`config.mk`:
```
export PLATFORM = sky130hd
export DESIGN_NAME = burst_write_resp_collector_flat
export DESIGN_NICKNAME = d
export VERILOG_FILES = /design/src/rtl/burst_write_resp_collector_if.sv /design/src/rtl/burst_write_resp_collector.sv /design/src/flat_wrapper.sv
export SDC_FILE = /design/constraint.sdc
export NUM_CORES = 1
export LEC_CHECK = 0
export CAP_MARGIN = 40
export CORE_ASPECT_RATIO = 1.5
export CORE_UTILIZATION = 45
export DETAILED_ROUTE_END_ITERATION = 8
export GPL_TIMING_DRIVEN = 0
export PLACE_DENSITY = 0.7
export SLEW_MARGIN = 20
export SYNTH_ARGS = -nofsm -noshare
export SYNTH_HDL_FRONTEND = slang
export SYNTH_SLANG_ARGS = --single-unit
export TNS_END_PERCENT = 30
```
`constraint.sdc`:
```
create_clock -name clk -period 13.8 [get_ports clk]
set_input_delay 2.76 -clock clk [delete_from_list [all_inputs] [get_ports clk]]
set_output_delay 2.76 -clock clk [all_outputs]
set_load 0.05 [all_outputs]
```
`src/rtl/burst_write_resp_collector_if.sv`:
```
// rtl/burst_write_resp_collector_if.sv - command, beat-response and completion signals of the response collector
// Ports (signals):
//   c_addr/c_length/c_valid -> c_ready    : burst command from the requester side
//   r_data/r_valid          -> r_ready    : per-beat write response from the burst pipeline
//   b_addr/b_len/b_resp/b_valid <- b_ready: aggregated burst completion
//   outstanding                           : commands currently queued
// master modport drives commands, beats and b_ready; slave modport is the collector.
interface burst_write_resp_collector_if #(
    parameter int ADDR_WIDTH = 32,
    parameter int CNT_WIDTH  = 3
);
    logic [ADDR_WIDTH-1:0] c_addr;
    logic [7:0]            c_length;
    logic                  c_valid;
    logic                  c_ready;
    logic [ADDR_WIDTH-1:0] r_data;
    logic                  r_valid;
    logic                  r_ready;
    logic [ADDR_WIDTH-1:0] b_addr;
    logic [7:0]            b_len;
    logic [1:0]            b_resp;
    logic                  b_valid;
    logic                  b_ready;
    logic [CNT_WIDTH-1:0]  outstanding;

    modport master (
        output c_addr, c_length, c_valid, r_data, r_valid, b_ready,
        input  c_ready, r_ready, b_addr, b_len, b_resp, b_valid, outstanding
    );

    modport slave (
        input  c_addr, c_length, c_valid, r_data, r_valid, b_ready,
        output c_ready, r_ready, b_addr, b_len, b_resp, b_valid, outstanding
    );
endinterface

```
`src/rtl/burst_write_resp_collector.sv`:
```
// rtl/burst_write_resp_collector.sv - collects per-beat write responses into one completion per burst
// Ports:
//   clk    : clock, rising edge
//   rst_n  : asynchronous active-low reset
//   bus    : slave modport; c_* commands into the FIFO, r_* beat responses,
//            b_* completion (addr, len-1, OKAY/SLVERR), outstanding = queued commands
module burst_write_resp_collector #(
    parameter int ADDR_WIDTH = 32,
    parameter int CMD_DEPTH  = 4,
    parameter int CNT_WIDTH  = 3
) (
    input  logic                         clk,
    input  logic                         rst_n,
    burst_write_resp_collector_if.slave  bus
);
    localparam int PTR_WIDTH = (CMD_DEPTH > 1) ? $clog2(CMD_DEPTH) : 1;
    localparam logic [CNT_WIDTH-1:0] FULL_CNT = CNT_WIDTH'(CMD_DEPTH);

    logic [ADDR_WIDTH-1:0] r_fifo_addr [CMD_DEPTH];
    logic [7:0]            r_fifo_len  [CMD_DEPTH];
    logic [PTR_WIDTH-1:0]  r_wr_ptr;
    logic [PTR_WIDTH-1:0]  r_rd_ptr;
    logic [CNT_WIDTH-1:0]  r_count;
    logic [7:0]            r_beat_cnt;
    logic                  r_err_acc;
    logic [ADDR_WIDTH-1:0] r_b_addr;
    logic [7:0]            r_b_len;
    logic [1:0]            r_b_resp;
    logic                  r_b_valid;

    logic [ADDR_WIDTH-1:0] w_head_addr;
    logic [7:0]            w_head_len;
    logic [ADDR_WIDTH-1:0] w_exp_addr;
    logic                  w_c_ready;
    logic                  w_r_ready;
    logic                  w_push;
    logic                  w_beat;
    logic                  w_last;
    logic                  w_mismatch;

    assign w_head_addr = r_fifo_addr[r_rd_ptr];
    assign w_head_len  = r_fifo_len[r_rd_ptr];
    assign w_exp_addr  = w_head_addr + ADDR_WIDTH'(r_beat_cnt);

    // Full check uses only the registered count so c_ready never depends on a same-cycle pop.
    assign w_c_ready = (r_count != FULL_CNT);
    // A beat may only be taken when the completion register is free or being drained,
    // because the last beat of a burst reloads it.
    assign w_r_ready = (r_count != '0) && (!r_b_valid || bus.b_ready);

    assign w_push = bus.c_valid && w_c_ready;
    assign w_beat = bus.r_valid && w_r_ready;
    assign w_last = w_beat && (r_beat_cnt == w_head_len);
    // Anything other than a definite match (including X/Z response data) is an error.
    assign w_mismatch = !((bus.r_data == w_exp_addr) === 1'b1);

    assign bus.c_ready     = w_c_ready;
    assign bus.r_ready     = w_r_ready;
    assign bus.b_addr      = r_b_addr;
    assign bus.b_len       = r_b_len;
    assign bus.b_resp      = r_b_resp;
    assign bus.b_valid     = r_b_valid;
    assign bus.outstanding = r_count;

    // Command storage needs no reset: entries are only read while counted as valid.
    always_ff @(posedge clk) begin
        if (w_push) begin
            r_fifo_addr[r_wr_ptr] <= bus.c_addr;
            r_fifo_len[r_wr_ptr]  <= bus.c_length;
        end
    end

    always_ff @(posedge clk or negedge rst_n) begin
        if (!rst_n) begin
            r_wr_ptr   <= '0;
            r_rd_ptr   <= '0;
            r_count    <= '0;
            r_beat_cnt <= '0;
            r_err_acc  <= 1'b0;
            r_b_addr   <= '0;
            r_b_len    <= '0;
            r_b_resp   <= 2'b00;
            r_b_valid  <= 1'b0;
        end else begin
            if (w_push) begin
                r_wr_ptr <= r_wr_ptr + PTR_WIDTH'(1);
            end
            if (w_last) begin
                r_rd_ptr <= r_rd_ptr + PTR_WIDTH'(1);
            end

            if (w_push && !w_last) begin
                r_count <= r_count + CNT_WIDTH'(1);
            end else if (!w_push && w_last) begin
                r_count <= r_count - CNT_WIDTH'(1);
            end

            if (w_beat) begin
                if (w_last) begin
                    r_beat_cnt <= '0;
                    r_err_acc  <= 1'b0;
                end else begin
                    r_beat_cnt <= r_beat_cnt + 8'd1;
                    r_err_acc  <= r_err_acc | w_mismatch;
                end
            end

            // A last beat during a draining handshake reloads the register, keeping b_valid high.
            if (w_last) begin
                r_b_addr  <= w_head_addr;
                r_b_len   <= w_head_len;
                r_b_resp  <= (r_err_acc || w_mismatch) ? 2'b10 : 2'b00;
                r_b_valid <= 1'b1;
            end else if (r_b_valid && bus.b_ready) begin
                r_b_valid <= 1'b0;
            end
        end
    end
endmodule

```
`src/flat_wrapper.sv`:
```
// flat-port wrapper written by rule: the top's interface ports become plain ports
module burst_write_resp_collector_flat 
#(
    parameter int ADDR_WIDTH = 32,
    parameter int CMD_DEPTH  = 4,
    parameter int CNT_WIDTH  = 3
)
  (clk, rst_n, bus_c_addr, bus_c_length, bus_c_valid, bus_r_data, bus_r_valid, bus_b_ready, bus_c_ready, bus_r_ready, bus_b_addr, bus_b_len, bus_b_resp, bus_b_valid, bus_outstanding);
  burst_write_resp_collector_if #(.ADDR_WIDTH(ADDR_WIDTH), .CNT_WIDTH(CNT_WIDTH)) bus_i ();
  input  logic clk;
  input  logic rst_n;
  input wire logic [$bits(bus_i.c_addr)-1:0] bus_c_addr;
  input wire logic [$bits(bus_i.c_length)-1:0] bus_c_length;
  input wire logic [$bits(bus_i.c_valid)-1:0] bus_c_valid;
  input wire logic [$bits(bus_i.r_data)-1:0] bus_r_data;
  input wire logic [$bits(bus_i.r_valid)-1:0] bus_r_valid;
  input wire logic [$bits(bus_i.b_ready)-1:0] bus_b_ready;
  output wire logic [$bits(bus_i.c_ready)-1:0] bus_c_ready;
  output wire logic [$bits(bus_i.r_ready)-1:0] bus_r_ready;
  output wire logic [$bits(bus_i.b_addr)-1:0] bus_b_addr;
  output wire logic [$bits(bus_i.b_len)-1:0] bus_b_len;
  output wire logic [$bits(bus_i.b_resp)-1:0] bus_b_resp;
  output wire logic [$bits(bus_i.b_valid)-1:0] bus_b_valid;
  output wire logic [$bits(bus_i.outstanding)-1:0] bus_outstanding;
  assign bus_i.c_addr = bus_c_addr;
  assign bus_i.c_length = bus_c_length;
  assign bus_i.c_valid = bus_c_valid;
  assign bus_i.r_data = bus_r_data;
  assign bus_i.r_valid = bus_r_valid;
  assign bus_i.b_ready = bus_b_ready;
  assign bus_c_ready = bus_i.c_ready;
  assign bus_r_ready = bus_i.r_ready;
  assign bus_b_addr = bus_i.b_addr;
  assign bus_b_len = bus_i.b_len;
  assign bus_b_resp = bus_i.b_resp;
  assign bus_b_valid = bus_i.b_valid;
  assign bus_outstanding = bus_i.outstanding;
  burst_write_resp_collector #(.ADDR_WIDTH(ADDR_WIDTH), .CMD_DEPTH(CMD_DEPTH), .CNT_WIDTH(CNT_WIDTH)) u_core (.clk(clk), .rst_n(rst_n), .bus(bus_i));
endmodule
```
# Word level (Yosys, flattened, before mapping)

Memory sizes are Yosys's and may differ from the RTL's.
Cells that the tools add are included.

Register bits: 59
RAM bits: 160
Output and inout port bits: 48
Word-level logic and storage cells: 47
Memories kept: 2

$add $sub $neg: 6
Equal/unequal tests: 4
Mux-type cells: 9
Bitwise logic cells: 1
Reduce and logical (&&, ||, !) cells: 16

Memory list:

| name               | words | bits a word | read ports | clocked after memory_dff | write ports | line                             | source |
|---|---|---|---|---|---|---|---|
| u_core.r_fifo_addr | 4     | 32          | 1          | 0                        | 1           | burst_write_resp_collector.sv:19 | `logic [ADDR_WIDTH-1:0] r_fifo_addr [CMD_DEPTH];` |
| u_core.r_fifo_len  | 4     | 8           | 1          | 0                        | 1           | burst_write_resp_collector.sv:20 | `logic [7:0] r_fifo_len [CMD_DEPTH];` |

Operator list:

| cell                  | count |
|---|---|
| $add A32 B8 Y32       | 1 |
| $eq A32 B32 Y1        | 1 |
| $add A8 B1 Y8 const B | 1 |
| $eq A8 B8 Y1          | 1 |
| $mux W8               | 1 |
| $logic_and A1 B1 Y1   | 7 |
| $mux W3               | 2 |
| $mux W1               | 5 |
| $add A2 B1 Y2 const B | 2 |
| $logic_not A1 Y1      | 4 |
| $reduce_bool A2 Y1    | 2 |
| $add A3 B1 Y3 const B | 1 |
| $ne A3 B3 Y1 const B  | 1 |
| $reduce_bool A3 Y1    | 1 |
| $sub A3 B1 Y3 const B | 1 |
| $logic_or A1 B1 Y1    | 2 |
| $mux W2               | 1 |
| $eqx A1 B1 Y1 const B | 1 |
| $or A1 B1 Y1          | 1 |

# Longest topological paths before layout

Gate-level depths: netlist (run 1).

Depth after elaboration: 8
Depth in mapped cells: 15

# Least setup slack after synthesis (run 1)

Ideal clock, no wire load.

Path type: input -> output
From: in bus_b_ready
To: out bus_r_ready
Arrival: 3.631 ns
Data required time: 11.040 ns
Setup slack: 7.409 ns
Cell stages on the path: 2
Path buffers: 0
Path through: inv_1 > a21oi_1

Cells in the longest elaborated chain, start to end: 2

RTL lines:

| element             | line                             | source |
|---|---|---|
| from (decl)         | flat_wrapper.sv:17               | `input wire logic [$bits(bus_i.b_ready)-1:0] bus_b_ready;` |
| $logic_or A1 B1 Y1  | burst_write_resp_collector.sv:49 | `assign w_r_ready = (r_count != '0) && (!r_b_valid \|\| bus.b_ready);` |
| $logic_and A1 B1 Y1 | burst_write_resp_collector.sv:49 |  |
| to (decl)           | flat_wrapper.sv:19               | `output wire logic [$bits(bus_i.r_ready)-1:0] bus_r_ready;` |

Every way passes these cells.

# Worst setup path after layout (run 1)

Same ends and word-level chain as after synthesis.

==> reports/summary.txt, run 1 <==
Synth Warn # - 0
Area grow syn2layout - 23.4%
Worst r2r src - u_core.r_rd_ptr[0]$_DFFE_PN0P_
Inserted Clock Buffers - 21
Mean number of vias per cell - 5.62
Max Freq - 0.141 GHz
Largest family of logic cells by synthesized area - multiplexers
Post-Synth Adder-Cell Area - 2.23%
# hold bufs at CTS - 0
Cell count after synthesis - 581
First-pass GRT wire length - 33.5 mm
#FFs+latches synth - 218
Initial DRC count - 341
Vert. Die Dim - 181 um
Vias in the first global route - 6,220
Number of remaining DRC errors - 0
Syn Nets - 674
Max-slew violation count - 0
Initial antenna violation count - 1
Wirelength, routed - 21.6 mm
Num rows - 65
Post-synth EDFFs - 160
WS Path Type - in2out
CTS tree - done
Post-synthesis sequential area ratio - 64.9%
Hold WC Path Type - reg2reg
Most common flop cell mapped by yosys - edfxtp_1
Sum of negative setup slack - 0 ps
Largest net degree at the start of global routing - 52
Crit share post-route - 51.3%
Clk sinks - 218
Final instance area - 0.0119 mm2
Status - complete, no violations
Hold_sp - u_core.bus.b_len[4]$_DFFE_PN0P_
Simple-gate portion of the synthesized area - 7.02%
Pin slew with the least headroom to its limit - 719 ps
Most frequent cells in the layout - edfxtp_1 (160), clkdlybuf4s50_1 (122), dfrtp_1 (58)
MaxCap Viol Count - 0
Core area - 0.0210 mm2
Final min period - 7080 ps
CP max FO - 3
Placed cell areas - 0.0113 mm2
Die footprint - 0.0220 mm2
Nets - 823
RePlAce Congestion - 0.852
Final Hold Vio Count - 0
Total power - 2.86 mW
Synth unique cells - 60
Compound-Gate Fraction of Synth Area - 3.37%
Worst-Skew Late Latency - 500 ps
Reg2reg path depth - 15
RR Endpoint - u_core.r_err_acc$_DFFE_PN0P_
Share of synthesized registers carrying an async set or reset - 26.6%
Post-synthesis xor/xnor area fraction - 5.63%
# H-tree levels - 1
Relative slew slack - 52.1%
Post-CTS resize count - 0
VDD IR max - 0.000117 V
Antenna viol nets, final - 0
Startpoint Class - input pin
Detailed Place HPWL - 15.2 mm
Worst Hold End - u_core.bus.b_len[4]$_DFFE_PN0P_
Power per cell area - 240 mW/mm2
R2R Setup Slk - 9110 ps
Syn avg cell area - 16.6 um2
Netlist Area Pre-Place - 0.00964 mm2
Clk buf depth - 3
Crit end category - output pin
Post-layout util - 56.7%
Leak Pwr - 4.26 nW
I/O pins - 125
Clk slew on worst S/H paths - 60 ps
Worst Path Arrival - 4320 ps
Mux contribution to synthesized area - 15.3%
Setup Skew - 12.0 ps
Commonest non-fill, non-tap cell in the layout - edfxtp_1
Drt wl/cell - 21.3 um
Share of layout cells above drive strength 1 - 18.8%
Setup-failing EPs final - 0
Die Wd - 122 um
DR vias - 5,694
Hold depth - 1
Initial Util - 45.9%
Post-CTS Setup Inserts - 0
RSZ-0062 raised after global routing - no
Gr usage total - 20.4%
GR Overflow Total - 0
CTS Root Cell - clkbuf_16
Pre-antenna DRT Iters - 5
Worst Path Required - 11,040 ps
I/O Buffers - 123
==> metrics by stage <==
stage	hold WS [ps]	worst slack (ps)	instances
after floorplan	530	7410	581
after global placement	487	6710	972
after detailed placement	496	6710	974
after CTS	510	6700	1011
after global routing	531	6600	1013
final	505	6720	1013
==> sequential cells by signal, summed over array words and instances (netlist names) <==
name and flops:
u_core.r_fifo_len 32, u_core.r_beat_cnt 8, u_core.r_err_acc 1, u_core.bus.outstanding 3, u_core.bus.b_valid 1, u_core.bus.b_len 8, u_core.bus.b_addr 32, u_core.r_wr_ptr 2
u_core.r_rd_ptr 2, u_core.r_fifo_addr 128, u_core.bus.b_resp 1
==> cell usage after synthesis (all sizes together) (4+ instances only) <==
library cell | instances | area (um2)
a21o | 4 | 30.0
a21oi | 16 | 80.1
and2 | 5 | 31.3
and3 | 7 | 43.8
buf | 15 | 110
dfrtp | 58 | 1450
edfxtp | 160 | 4800
ha | 14 | 175
inv | 8 | 30.0
mux2 | 42 | 473
mux2i | 8 | 80.1
mux4 | 40 | 920
nand2 | 28 | 108
nand2b | 4 | 25.0
nand3 | 12 | 60.1
nand4 | 10 | 68.8
nor2 | 15 | 56.3
nor3 | 10 | 50.1
nor4 | 7 | 50.1
nor4b | 5 | 65.1
o21ai | 18 | 90.1
xnor2 | 40 | 350
xor2 | 22 | 193
==> critical path, cell delays in order <==
cell	delay, ps
clkdlybuf4s50_1	450
inv_1	50
a21oi_1	220
clkdlybuf4s50_1	840
==> metal layers <==
layer,GRT usage (%),wire [um]
met4,10.0,1030
met5,0,0
met3,2.97,1030
met2,37.4,11700
met1,22.7,7850
==> cell type report <==
cell class                      count  area, um2
Multi-Input combinational cell    339       3260
Buffer                             16        118
Sequential cell                   218       6260
Clock buffer                       30        559
Fill cell                        1684       9080
Tap cell                          268        335
Timing Repair Buffer              126       1270
Clock inverter                      7       70.1
Antenna cell                        1       2.50
Inverter                            8       30.0
==> cell families (layout without fill, tap and decap cells) <==
kind of cell | after synthesis | in the layout
DFF | 218 | 218
and+or+nand+nor | 117 | 117
muxes | 90 | 90
xor gates and xnor gates | 62 | 62
AOI/OAI and AO/OA | 53 | 53
buffers and inverters | 24 | 187
adders and majority gates | 16 | 16
other | 1 | 2
==> power breakdown <==
group / switching (mW) / total (mW) / internal, mW
registers: 0.0876 / 0.978 / 0.890
clock network: 0.233 / 0.535 / 0.302
logic: 0.801 / 1.34 / 0.542
total: 1.12 / 2.86 / 1.73
==> how the worst max path moves through the flow <==
stage | start | endpoint | slack [ps] | cells past startpoint
detailed placement | bus_b_ready | bus_r_ready | 6710 | 4
global route | bus_b_ready | bus_r_ready | 6600 | 4
global placement | bus_b_ready | bus_r_ready | 6710 | 4
floorplan | bus_b_ready | bus_r_ready | 7410 | 2
finish | bus_b_ready | bus_r_ready | 6720 | 4
CTS | bus_b_ready | bus_r_ready | 6700 | 4
Power figures use the tool's default switching activity.
==> run 2: changes to the inputs <==
Clock period 13.8 ns to 6.9 ns, I/O delays scaled along.
==> results of run 2 <==
Same layout as run 1 (identical final DEF). Status: complete, no violations.
Among the figures that moved: setup slack after placement 6710 ps -> 1810 ps; setup slack after layout 6720 ps -> 2210 ps; start point of the critical path bus_b_ready -> u_core.r_rd_ptr[0]$_DFFE_PN0P_; end point of the critical path bus_r_ready -> u_core.r_err_acc$_DFFE_PN0P_; register-to-register setup slack 9110 ps -> 2210 ps; total power 2.86 mW -> 5.71 mW; worst IR drop on VDD 0.000117 V -> 0.000235 V
==> run 3: changes to the inputs <==
Settings changed: PLACE_DENSITY 0.7 to 0.73.
Clock period 6.9 ns to 3.78 ns, I/O delays scaled along.
==> reports/summary.txt, run 3 (synthesized netlist as in run 1, its figures left out) <==
Status - complete, no violations
Vert. Die Dim - 181 um
CP max FO - 19
Max Freq - 0.274 GHz
Final min period - 3650 ps
Area grow syn2layout - 26.0%
Share of layout cells above drive strength 1 - 21.4%
Inserted Clock Buffers - 21
Commonest non-fill, non-tap cell in the layout - edfxtp_1
CP peak stage delay - 610 ps
Reg2reg path depth - 12
Max-slew violation count - 0
Antenna viol nets, final - 0
Num rows - 65
GR Overflow Total - 0
CTS Root Cell - clkbuf_16
Mean number of vias per cell - 5.62
Core area - 0.0210 mm2
Worst Path Required - 4170 ps
Worst path depth - 12
Psw - 4.22 mW
Hold WC Path Type - in2async
Crit-path cells - buf_8 -> buf_6 -> mux4_2 -> ha_4 -> o211ai_1 -> o211ai_1 -> nand3_2 -> or4b_4 -> xnor2_1 -> a31oi_1 -> nand2_1 -> a311oi_1
Leak Pwr - 4.34 nW
Worst hold margin - 90.1 ps
RSZ-0062 raised after global routing - yes
# H-tree levels - 1
CTS tree - done
Largest net degree at the start of global routing - 52
Final instance area - 0.0121 mm2
Initial DRC count - 365
Most frequent cells in the layout - edfxtp_1 (160), clkdlybuf4s50_1 (122), dfrtp_1 (57)
Nets - 821
Gr usage total - 20.4%
Relative slew slack - 53.1%
Sw frac - 38.6%
RePlAce Congestion - 0.850
Pin slew with the least headroom to its limit - 703 ps
MaxCap Viol Count - 0
DR vias - 5,672
CP top delay family - simple AND/OR/NAND/NOR gates
Number of remaining DRC errors - 0
Setup Skew - 11.5 ps
VDD IR max - 0.000580 V
Worst Path Arrival - 4040 ps
Worst r2r src - u_core.r_rd_ptr[1]$_DFFE_PN0P_
I/O Buffers - 123
# hold bufs at CTS - 0
Register share of total power - 32.8%
CP Buf/Inv Count - 2
Worst-Skew Late Latency - 490 ps
Wirelength, routed - 21.8 mm
Pre-antenna DRT Iters - 5
Startpoint Class - flip-flop
Setup-failing EPs final - 0
Crit share post-route - 96.6%
Detailed Place HPWL - 15.0 mm
I/O pins - 125
CP max-delay cell - or4b_4
Vias in the first global route - 6,110
Clk slew on worst S/H paths - 70 ps
First-pass GRT wire length - 33.6 mm
Crit end category - flip-flop
Critical Path Start - u_core.r_rd_ptr[1]$_DFFE_PN0P_
Biggest register - u_core.r_fifo_addr
Clk sinks - 218
Placed cell areas - 0.0113 mm2
Antenna Cells - 0
Cell mode on critical path - o211ai_1
Die Wd - 122 um
Final Hold Vio Count - 0
Logic pwr share - 46.7%
WS Path Type - reg2reg
Die footprint - 0.0220 mm2
Drt wl/cell - 21.6 um
Power per cell area - 901 mW/mm2
Number of flip-flops in the largest register - 128
Internal cell power - 6.72 mW
Initial antenna violation count - 0
Clk buf depth - 3
Initial Util - 45.9%
Clock power frac - 20.5%
run 3: final timing paths:
kind | end | slack (ps)
hold reg to reg | u_core.bus.b_len[7]$_DFFE_PN0P_ | 500
hold / removal | u_core.bus.b_addr[1]$_DFFE_PN0P_ | 90
max in group asynchronous | u_core.bus.b_len[0]$_DFFE_PN0P_ | 3180
min in group clk | u_core.bus.b_len[7]$_DFFE_PN0P_ | 500
setup / recovery | u_core.r_err_acc$_DFFE_PN0P_ | 130
setup reg to reg | u_core.r_err_acc$_DFFE_PN0P_ | 130
run 3: layout make-up:
type / instances / area (um2)
plain buffers: 13 / 148
clock buffers: 22 / 529
clock inverters: 15 / 210
fillers: 1627 / 8840
inverters: 8 / 30.0
multi-input cells: 339 / 3350
flip-flops and latches: 218 / 6260
well taps: 268 / 335
repair buffers: 127 / 1280
run 3: power by group through the flow:
| stage | sequential (mW) | clock [mW] | combinational [mW] |
|---|---|---|---|
| 2_1_floorplan | 4.36 | 0 | 2.69 |
| 5_1_grt | 3.66 | 2.36 | 5.46 |
| 3_3_place_gp | 3.61 | 0 | 4.76 |
| 4_1_cts | 3.60 | 2.27 | 5.11 |
| 6_report | 3.59 | 2.24 | 5.11 |
| 3_5_place_dp | 3.63 | 0 | 4.91 |
run 3: layer usage:
layer / part of all wire [%] / GRT usage [%]
met1: 36 / 23.0
met2: 56 / 38.4
met3: 4.8 / 2.43
met4: 3.2 / 8.00
met5: 0 / 0
run 3: what timing repair did:
item / CTS / global route
pin swaps: 5 / 7
endpoints found under the setup margin: 4 / 4
hold endpoints to repair: 0 / 0
buffers inserted: 3 / 0
resized for setup: 22 / 10
gates cloned: 0 / 0
run 3: stage by stage:
| step | setup slack, ps | instances | setup TNS (ps) | util [%] | total power [mW] |
|---|---|---|---|---|---|
| final | 129 | 1010 | 0 | 57.9 | 10.9 |
| after global routing | -49.7 | 1010 | -58.1 | 57.9 | 11.5 |
| after CTS | 16.2 | 1011 | 0 | 57.8 | 11.0 |
| after detailed placement | -849 | 973 | -1850 | 53.7 | 8.54 |
| after global placement | -791 | 972 | -15690 | 53.5 | 8.37 |
| after floorplan | 10.5 | 581 | 0 | - | 7.05 |
